File: src/rtl/fp_alu_host_driver.sv
// fp_alu_host_driver
// Host-side master for the byte-serial FP ALU pin protocol. Takes one operation
// (A, B, opcode) on a valid/ready request port, pulses alu_start, streams the
// eight operand bytes LSB-first (A then B), waits for alu_done (bounded by
// TIMEOUT_CYCLES), collects four result bytes LSB-first and presents the
// 32-bit result on a valid/ready response port.
// Ports:
//   clk, rst                 clock, asynchronous active-high reset
//   req_valid/ready/a/b/op   request port (ready only in IDLE)
//   rsp_valid/ready/data     response port, data held while valid
//   rsp_timeout              response is a timeout abort (data = 0)
//   alu_in/opcode/start      ALU pin outputs
//   alu_done/out             ALU pin inputs
//   busy                     high in every state except IDLE
module fp_alu_host_driver #(
  parameter int unsigned TIMEOUT_CYCLES = 1024
) (
  input  logic        clk,
  input  logic        rst,
  input  logic        req_valid,
  output logic        req_ready,
  input  logic [31:0] req_a,
  input  logic [31:0] req_b,
  input  logic [1:0]  req_op,
  output logic        rsp_valid,
  input  logic        rsp_ready,
  output logic [31:0] rsp_data,
  output logic        rsp_timeout,
  output logic [7:0]  alu_in,
  output logic [1:0]  alu_opcode,
  output logic        alu_start,
  input  logic        alu_done,
  input  logic [7:0]  alu_out,
  output logic        busy
);

  typedef enum logic [2:0] {
    IDLE,
    START,
    SEND,
    WAIT_DONE,
    RECV,
    RESP
  } state_t;

  localparam logic [15:0] TMO_LAST = 16'(TIMEOUT_CYCLES - 1);

  state_t      r_state;
  state_t      w_next;
  logic [31:0] r_a;
  logic [31:0] r_b;
  logic [1:0]  r_op;
  logic [2:0]  r_beat;
  logic [15:0] r_tmo;
  logic [31:0] r_rsp_data;
  logic        r_timeout;
  logic        r_alu_start;
  logic        w_req_fire;
  logic [63:0] w_send_word;

  assign w_req_fire  = req_valid && req_ready;
  assign w_send_word = {r_b, r_a};

  always_ff @(posedge clk or posedge rst) begin
    if (rst) r_state <= IDLE;
    else     r_state <= w_next;
  end

  always_comb begin
    w_next = r_state;
    case (r_state)
      IDLE:      if (w_req_fire) w_next = START;
      START:     w_next = SEND;
      SEND:      if (r_beat == 3'd7) w_next = WAIT_DONE;
      // done wins over a same-cycle timeout
      WAIT_DONE: if (alu_done) w_next = RECV;
                 else if (r_tmo == TMO_LAST) w_next = RESP;
      RECV:      if (r_beat == 3'd3) w_next = RESP;
      RESP:      if (rsp_ready) w_next = IDLE;
      default:   w_next = IDLE;
    endcase
  end

  always_ff @(posedge clk or posedge rst) begin
    if (rst) begin
      r_a         <= '0;
      r_b         <= '0;
      r_op        <= '0;
      r_beat      <= '0;
      r_tmo       <= '0;
      r_rsp_data  <= '0;
      r_timeout   <= 1'b0;
      r_alu_start <= 1'b0;
    end else begin
      // start pulse comes from a flop so it cannot glitch on state decode
      r_alu_start <= (w_next == START);
      case (r_state)
        IDLE: begin
          if (w_req_fire) begin
            r_a  <= req_a;
            r_b  <= req_b;
            r_op <= req_op;
          end
        end
        START: begin
          r_beat <= '0;
          r_tmo  <= '0;
        end
        SEND: r_beat <= r_beat + 3'd1;
        WAIT_DONE: begin
          if (alu_done) begin
            r_rsp_data <= {24'd0, alu_out};
            r_timeout  <= 1'b0;
            r_beat     <= 3'd1;
          end else if (r_tmo == TMO_LAST) begin
            r_rsp_data <= '0;
            r_timeout  <= 1'b1;
          end else begin
            r_tmo <= r_tmo + 16'd1;
          end
        end
        RECV: begin
          r_rsp_data[{r_beat[1:0], 3'b000} +: 8] <= alu_out;
          r_beat <= r_beat + 3'd1;
        end
        default: ;
      endcase
    end
  end

  always_comb begin
    alu_in     = '0;
    alu_opcode = '0;
    if (r_state == SEND) alu_in = w_send_word[{r_beat, 3'b000} +: 8];
    if (r_state == START || r_state == SEND || r_state == WAIT_DONE || r_state == RECV)
      alu_opcode = r_op;
  end

  assign alu_start   = r_alu_start;
  assign rsp_valid   = (r_state == RESP);
  assign rsp_data    = r_rsp_data;
  assign rsp_timeout = r_timeout;
  assign busy        = (r_state != IDLE);
  assign req_ready   = (r_state == IDLE) && !rst;

endmodule

File: config.mk
export PLATFORM = sky130hd
export DESIGN_NAME = fp_alu_host_driver
export DESIGN_NICKNAME = d
export VERILOG_FILES = /design/src/rtl/fp_alu_host_driver.sv
export SDC_FILE = /design/constraint.sdc
export NUM_CORES = 1
export LEC_CHECK = 0
export CAP_MARGIN = 20
export CORE_MARGIN = 2
export CORE_UTILIZATION = 55
export DETAILED_ROUTE_END_ITERATION = 10
export GPL_TIMING_DRIVEN = 0
export HOLD_SLACK_MARGIN = 0.05
export PLACE_DENSITY = 0.95
export SLEW_MARGIN = 20
export SYNTH_ARGS = -nofsm -noshare
export SYNTH_HDL_FRONTEND = slang
export SYNTH_SLANG_ARGS = --single-unit
export TNS_END_PERCENT = 30
File: constraint.sdc
create_clock -name clk -period 8.4 [get_ports clk]
set_input_delay 1.68 -clock clk [delete_from_list [all_inputs] [get_ports clk]]
set_output_delay 1.68 -clock clk [all_outputs]
set_load 0.02 [all_outputs]
==> results_dict.tcl, run 1 <==
set metrics [dict create \
    die_h_um 106 \
    dieArea_mm2 0.0112 \
    drt_iter0_drc 241 \
    cts_setup_buffers 0 \
    num_vias 4250 \
    dr_wl_met2_um 7400 \
    crit_type "flip-flop to output pin" \
    cts_resized 0 \
    crit_chain "buf_2 > clkbuf_1 > mux4_2 > nand2_1 > a21oi_1 > clkdlybuf4s50_1" \
    cts_sinks 122 \
    wl_met3_um 1040 \
    critPathTopFamily "buffers and inverters" \
    worstMarginPinSlew_ns 0.972 \
    syn_inst 421 \
    async_reset_ff_share_pct 100 \
    wl_met1_um 6060 \
    post-route-util_pct 75.8 \
    min-delay-start "r_a[2]" \
    start_util_pct 56.0 \
    route.top_layer_used "met4" \
    final_cell_mix "clkdlybuf4s50_1 (125), dfrtp_1 (122), mux2_2 (40), a22o_1 (32), nand2_1 (30)" \
    wl_per_cell_um 20.8 \
    ios 126 \
    layout_commonest_cell "clkdlybuf4s50_1" \
    clock_latency_ns 0.52 \
    cp_data_required_time_ns 6.72 \
    drv_cap 0 \
    cp_slowest_stage_delay_ns 0.67 \
    worstSetupStartpointType "flip-flop" \
    clockBufferDepth 2 \
    cts_buffers 17 \
    period_minus_slack_ns 4.73 \
    firstDrtPassIters 5 \
    hpwlAfterDp_um 10100 \
    synth-edff-count 0 \
    syn_area_mm2 0.00570 \
    synth_warnings 0 \
    cp_num_buf_inv 3 \
    setup_violations 0 \
    grt.overflow.total 0 \
    drive_above_1_share_pct 22.9 \
    cp_slowest_cell "clkdlybuf4s50_1" \
    nets 653 \
    peakVddDrop_uv 222 \
    ys.flop_type "dfrtp_1" \
    ant_nets 0 \
    n_fill_cell 611 \
    fmax_mhz 211 \
    p_leak_nw 3.33 \
    power.density_mw_per_mm2 350 \
    outcome "finished, final reports clean" \
    yosysSeqAreaShare_pct 53.5 \
    cp-end-kind "output pin" \
    gp_congestion 0.860 \
    first_global_vias 4458 \
    finalHoldViolCount 0 \
    syn_area_per_cell_um2 13.5 \
    grt_max_degree 71 \
    r2r_start "r_beat[1]" \
    yosysUniqueCellTypes 52 \
    crit_path_max_fanout 10 \
    finalInstanceArea_mm2 0.00772 \
    ctsHoldBuffers 0 \
    diodes 0 \
    io_buffers 125 \
    drc_errors 0 \
    root_buffer "clkbuf_8" \
    skew_ns 0.00687 \
    num_rows 37 \
    detail_route.wirelength_um 14800 \
    min_period_over_period_pct 56.4 \
    finalSetupTns_ns 0 \
    die_w_um 106 \
    core_area_mm2 0.0102 \
    ys_ff_latch 122 \
    grt_first_pass_wirelength_um 23900 \
    maxSlewHeadroom_pct 35.0 \
    cts_tree "yes" \
    area_growth_syn_to_layout_pct 35.3 \
    slew_viol_final 0 \
    antenna_found_initial 0 \
    clkTransAtPathRegs_ns 0.06 \
    track_usage_pct 28.4 \
    cts_max_level 4 \
    placedInstanceArea_mm2 0.00716 \
    hold_path.class "flip-flop to flip-flop" \
    synth_nets 508 \
    crit_path_start "r_beat[1]" \
    rsz0062_at_grt "false" \
    arrival_ns 3.05 \
    vias_per_cell 5.96 \
]
## per-stage QoR
step	instances	hold slack (ns)	power, mW	worst slack, ns
6_report	713	0.499	2.70	3.67
5_1_grt	713	0.504	2.82	3.51
4_1_cts	713	0.493	2.70	3.65
3_5_place_dp	683	0.476	1.99	3.73
3_3_place_gp	682	0.469	1.93	1.97
2_1_floorplan	421	0.458	1.61	3.48
## synth_stat cells, drive strengths merged (3+ instances only)
cell type    n  share of area (%)
dfrtp      122                 54
mux2        66                 14
a22o        33                5.2
nand2       32                2.2
nor2        18                1.3
mux4        16                6.3
a21oi       13                1.1
nand3       13                1.1
clkbuf      12                1.1
o21ai       10               0.88
xor2         9                1.4
ha           8                1.8
a211oi       7                1.2
buf          7               0.94
inv          7               0.46
and3         5               0.55
nand4        5               0.55
nor3         5               0.64
and4         4               0.68
or3          4               0.61
and2         3               0.35
## per-layer routing
layer	GRT usage, %	vias to the layer above
li1	-	1850
met1	36.7	2164
met2	46.3	205
met3	8.29	31
met4	9.49	0
met5	0	-
## cells by family after synthesis
family	Yosys count	share of synthesized area, %
flops	122	53.5
simple gates	98	9.98
mux	84	20.9
compound gates	72	9.70
buf+inv	27	2.61
xor+xnor	10	1.54
fa+ha+maj	8	1.76
## power by group
group | leakage [nW] | switching, mW | internal [mW] | total [mW]
Clock | 0.266 | 0.246 | 0.441 | 0.687
Combinational | 1.52 | 0.499 | 0.563 | 1.06
Sequential | 1.54 | 0.146 | 0.805 | 0.950
## registers in the layout (all words and copies together) (netlist names), 2 cells and up
name	count
rsp_data	32
r_a	32
r_tmo	16
r_beat	3
r_op	2
r_b	32
r_state	3
## final timing paths
check                           depth (start not counted)            to  slack (ns)
worst max-delay path                                    6     alu_in[0]        3.67
worst min-delay path                                    1        r_a[2]        0.50
worst max register to register                          7  rsp_data[23]        5.35
worst min register to register                          1        r_a[2]        0.50
max in group asynchronous                               3  rsp_data[29]        6.02
min in group asynchronous                               2        r_b[7]        1.68
## cell type report
type	count	area (um2)	area share [%]
flip-flops and latches	122	3050	39.6
multi-input cells	272	2500	32.4
repair buffers	126	1280	16.6
clock buffers	23	467	6.05
well taps	136	170	2.21
plain buffers	19	119	1.54
clock inverters	7	92.6	1.20
inverters	8	35.0	0.454
Power figures use the tool's default switching activity.
==> run 2, diff against run 1 <==
Settings changed: CORE_UTILIZATION 55 to 51, PLACE_DENSITY 0.95 to 0.91.
Clock period 8.4 ns to 4.5 ns, I/O delays scaled along.
==> results_dict.tcl, run 2 (synthesis results as in run 1) <==
set metrics [dict create \
    core_area_mm2 0.0109 \
    die_h_um 110 \
    hpwlAfterDp_um 10400 \
    worstSetupStartpointType "flip-flop" \
    drive_above_1_share_pct 23.5 \
    slew_viol_final 0 \
    n_fill_cell 697 \
    rsz0062_at_grt "false" \
    drc_errors 0 \
    diodes 0 \
    firstDrtPassIters 5 \
    die_w_um 110 \
    track_usage_pct 26.0 \
    ios 126 \
    io_buffers 125 \
    reg2reg_slack_ns 1.38 \
    crit_chain "buf_2 > clkbuf_1 > mux4_2 > nand2_1 > a21oi_1 > clkdlybuf4s50_1" \
    drt_iter0_drc 236 \
    p_leak_nw 3.35 \
    grt.overflow.total 0 \
    gp_congestion 0.838 \
    period_minus_slack_ns 3.98 \
    cts_setup_buffers 0 \
    p_comb_share_pct 38.2 \
    ant_nets 0 \
    area_growth_syn_to_layout_pct 36.5 \
    antenna_found_initial 0 \
    swShare_pct 32.5 \
    start_util_pct 52.4 \
    clock_latency_ns 0.52 \
    fmax_mhz 251 \
    finalHoldViolCount 0 \
    clkPwrFrac_pct 27.7 \
    cts_buffers 17 \
    dieArea_mm2 0.0120 \
    cts_sinks 122 \
    num_vias 4200 \
    worstMarginPinSlew_ns 0.934 \
    root_buffer "clkbuf_8" \
    drv_cap 0 \
    crit_path_max_fanout 10 \
    min_period_over_period_pct 88.4 \
    grt_first_pass_wirelength_um 23300 \
    ctsHoldBuffers 0 \
    cp-end-kind "output pin" \
    placedInstanceArea_mm2 0.00716 \
    cp_data_required_time_ns 3.60 \
    vias_per_cell 5.84 \
    peakVddDrop_uv 500 \
    crit_type "flip-flop to output pin" \
    first_global_vias 4624 \
    cts_resized 0 \
    power_switching_mw 1.67 \
    nets 653 \
    skew_ns 0.0114 \
    clockBufferDepth 2 \
    maxSlewHeadroom_pct 37.5 \
    cts_tree "yes" \
    num_rows 38 \
    power.density_mw_per_mm2 661 \
    outcome "finished, final reports clean" \
    finalInstanceArea_mm2 0.00778 \
    power.share.sequential_pct 34.1 \
    arrival_ns 3.08 \
    cp_slowest_stage_delay_ns 0.64 \
    internal_power_mw 3.47 \
    power_mw 5.14 \
    grt_max_degree 80 \
    layout_commonest_cell "clkdlybuf4s50_1" \
    clkTransAtPathRegs_ns 0.06 \
    hold_path.class "flip-flop to flip-flop" \
    wl_per_cell_um 20.3 \
    setup_violations 0 \
    final_cell_mix "clkdlybuf4s50_1 (125), dfrtp_1 (122), mux2_2 (40), a22o_1 (32), nand2_1 (30)" \
    cts_max_level 4 \
    cp_slowest_cell "clkdlybuf4s50_1" \
    detail_route.wirelength_um 14600 \
]
-- run 2: final timing paths --
kind | startpoint | end | cells past startpoint
max in group asynchronous | rst | rsp_data[22] | 3
max | r_beat[1] | alu_in[6] | 6
min reg2reg | r_op[1] | r_op[1] | 1
max reg2reg | r_beat[1] | rsp_data[22] | 7
min | r_op[1] | r_op[1] | 1
min in group asynchronous | rst | r_b[31] | 2
-- run 2: power by group through the flow --
stage	Clock, mW	Combinational (mW)	Sequential, mW
after floorplan	0	1.25	1.75
after global placement	0	1.88	1.72
after detailed placement	0	1.96	1.76
after CTS	1.44	1.98	1.75
after global routing	1.49	2.10	1.79
final	1.42	1.96	1.75
-- run 2: cell type report --
class,instances,area [um2],share of cell area [%]
repair buffers,126,1280,16.4
clock buffers,19,432,5.55
flip-flops and latches,122,3050,39.2
clock inverters,13,190,2.44
plain buffers,19,119,1.53
well taps,140,175,2.25
multi-input cells,272,2500,32.1
inverters,8,35.0,0.450
-- run 2: per-stage QoR --
stage,TNS [ns],cells,hold WS [ns],setup slack [ns],utilization [%]
2_1_floorplan,0,421,0.458,0.357,-
3_3_place_gp,-149.50,686,0.469,-1.24,65.5
3_5_place_dp,0,687,0.485,1.07,65.8
4_1_cts,0,719,0.501,0.489,71.5
5_1_grt,0,719,0.517,0.315,71.5
6_report,0,719,0.500,0.522,71.5
-- run 2: layer usage --
layer  vias to the layer above  global-route usage, %  part of all wire, %
met5                         -                      0                    0
met4                         0                   9.67                  1.7
met3                        22                   7.23                  6.9
met2                       184                   44.4                   52
met1                      2131                   31.4                   40
li1                       1863                      -                    -
-- run 2: critical path, delay by kind of cell, from the launching register on --
family / cells / cell delay, ns
AO/OA/AOI/OAI: 1 / 0.23
buffers and inverters: 3 / 1.51
flip-flops: 1 / 0.40
multiplexers: 1 / 0.34
AND/OR/NAND/NOR: 1 / 0.08
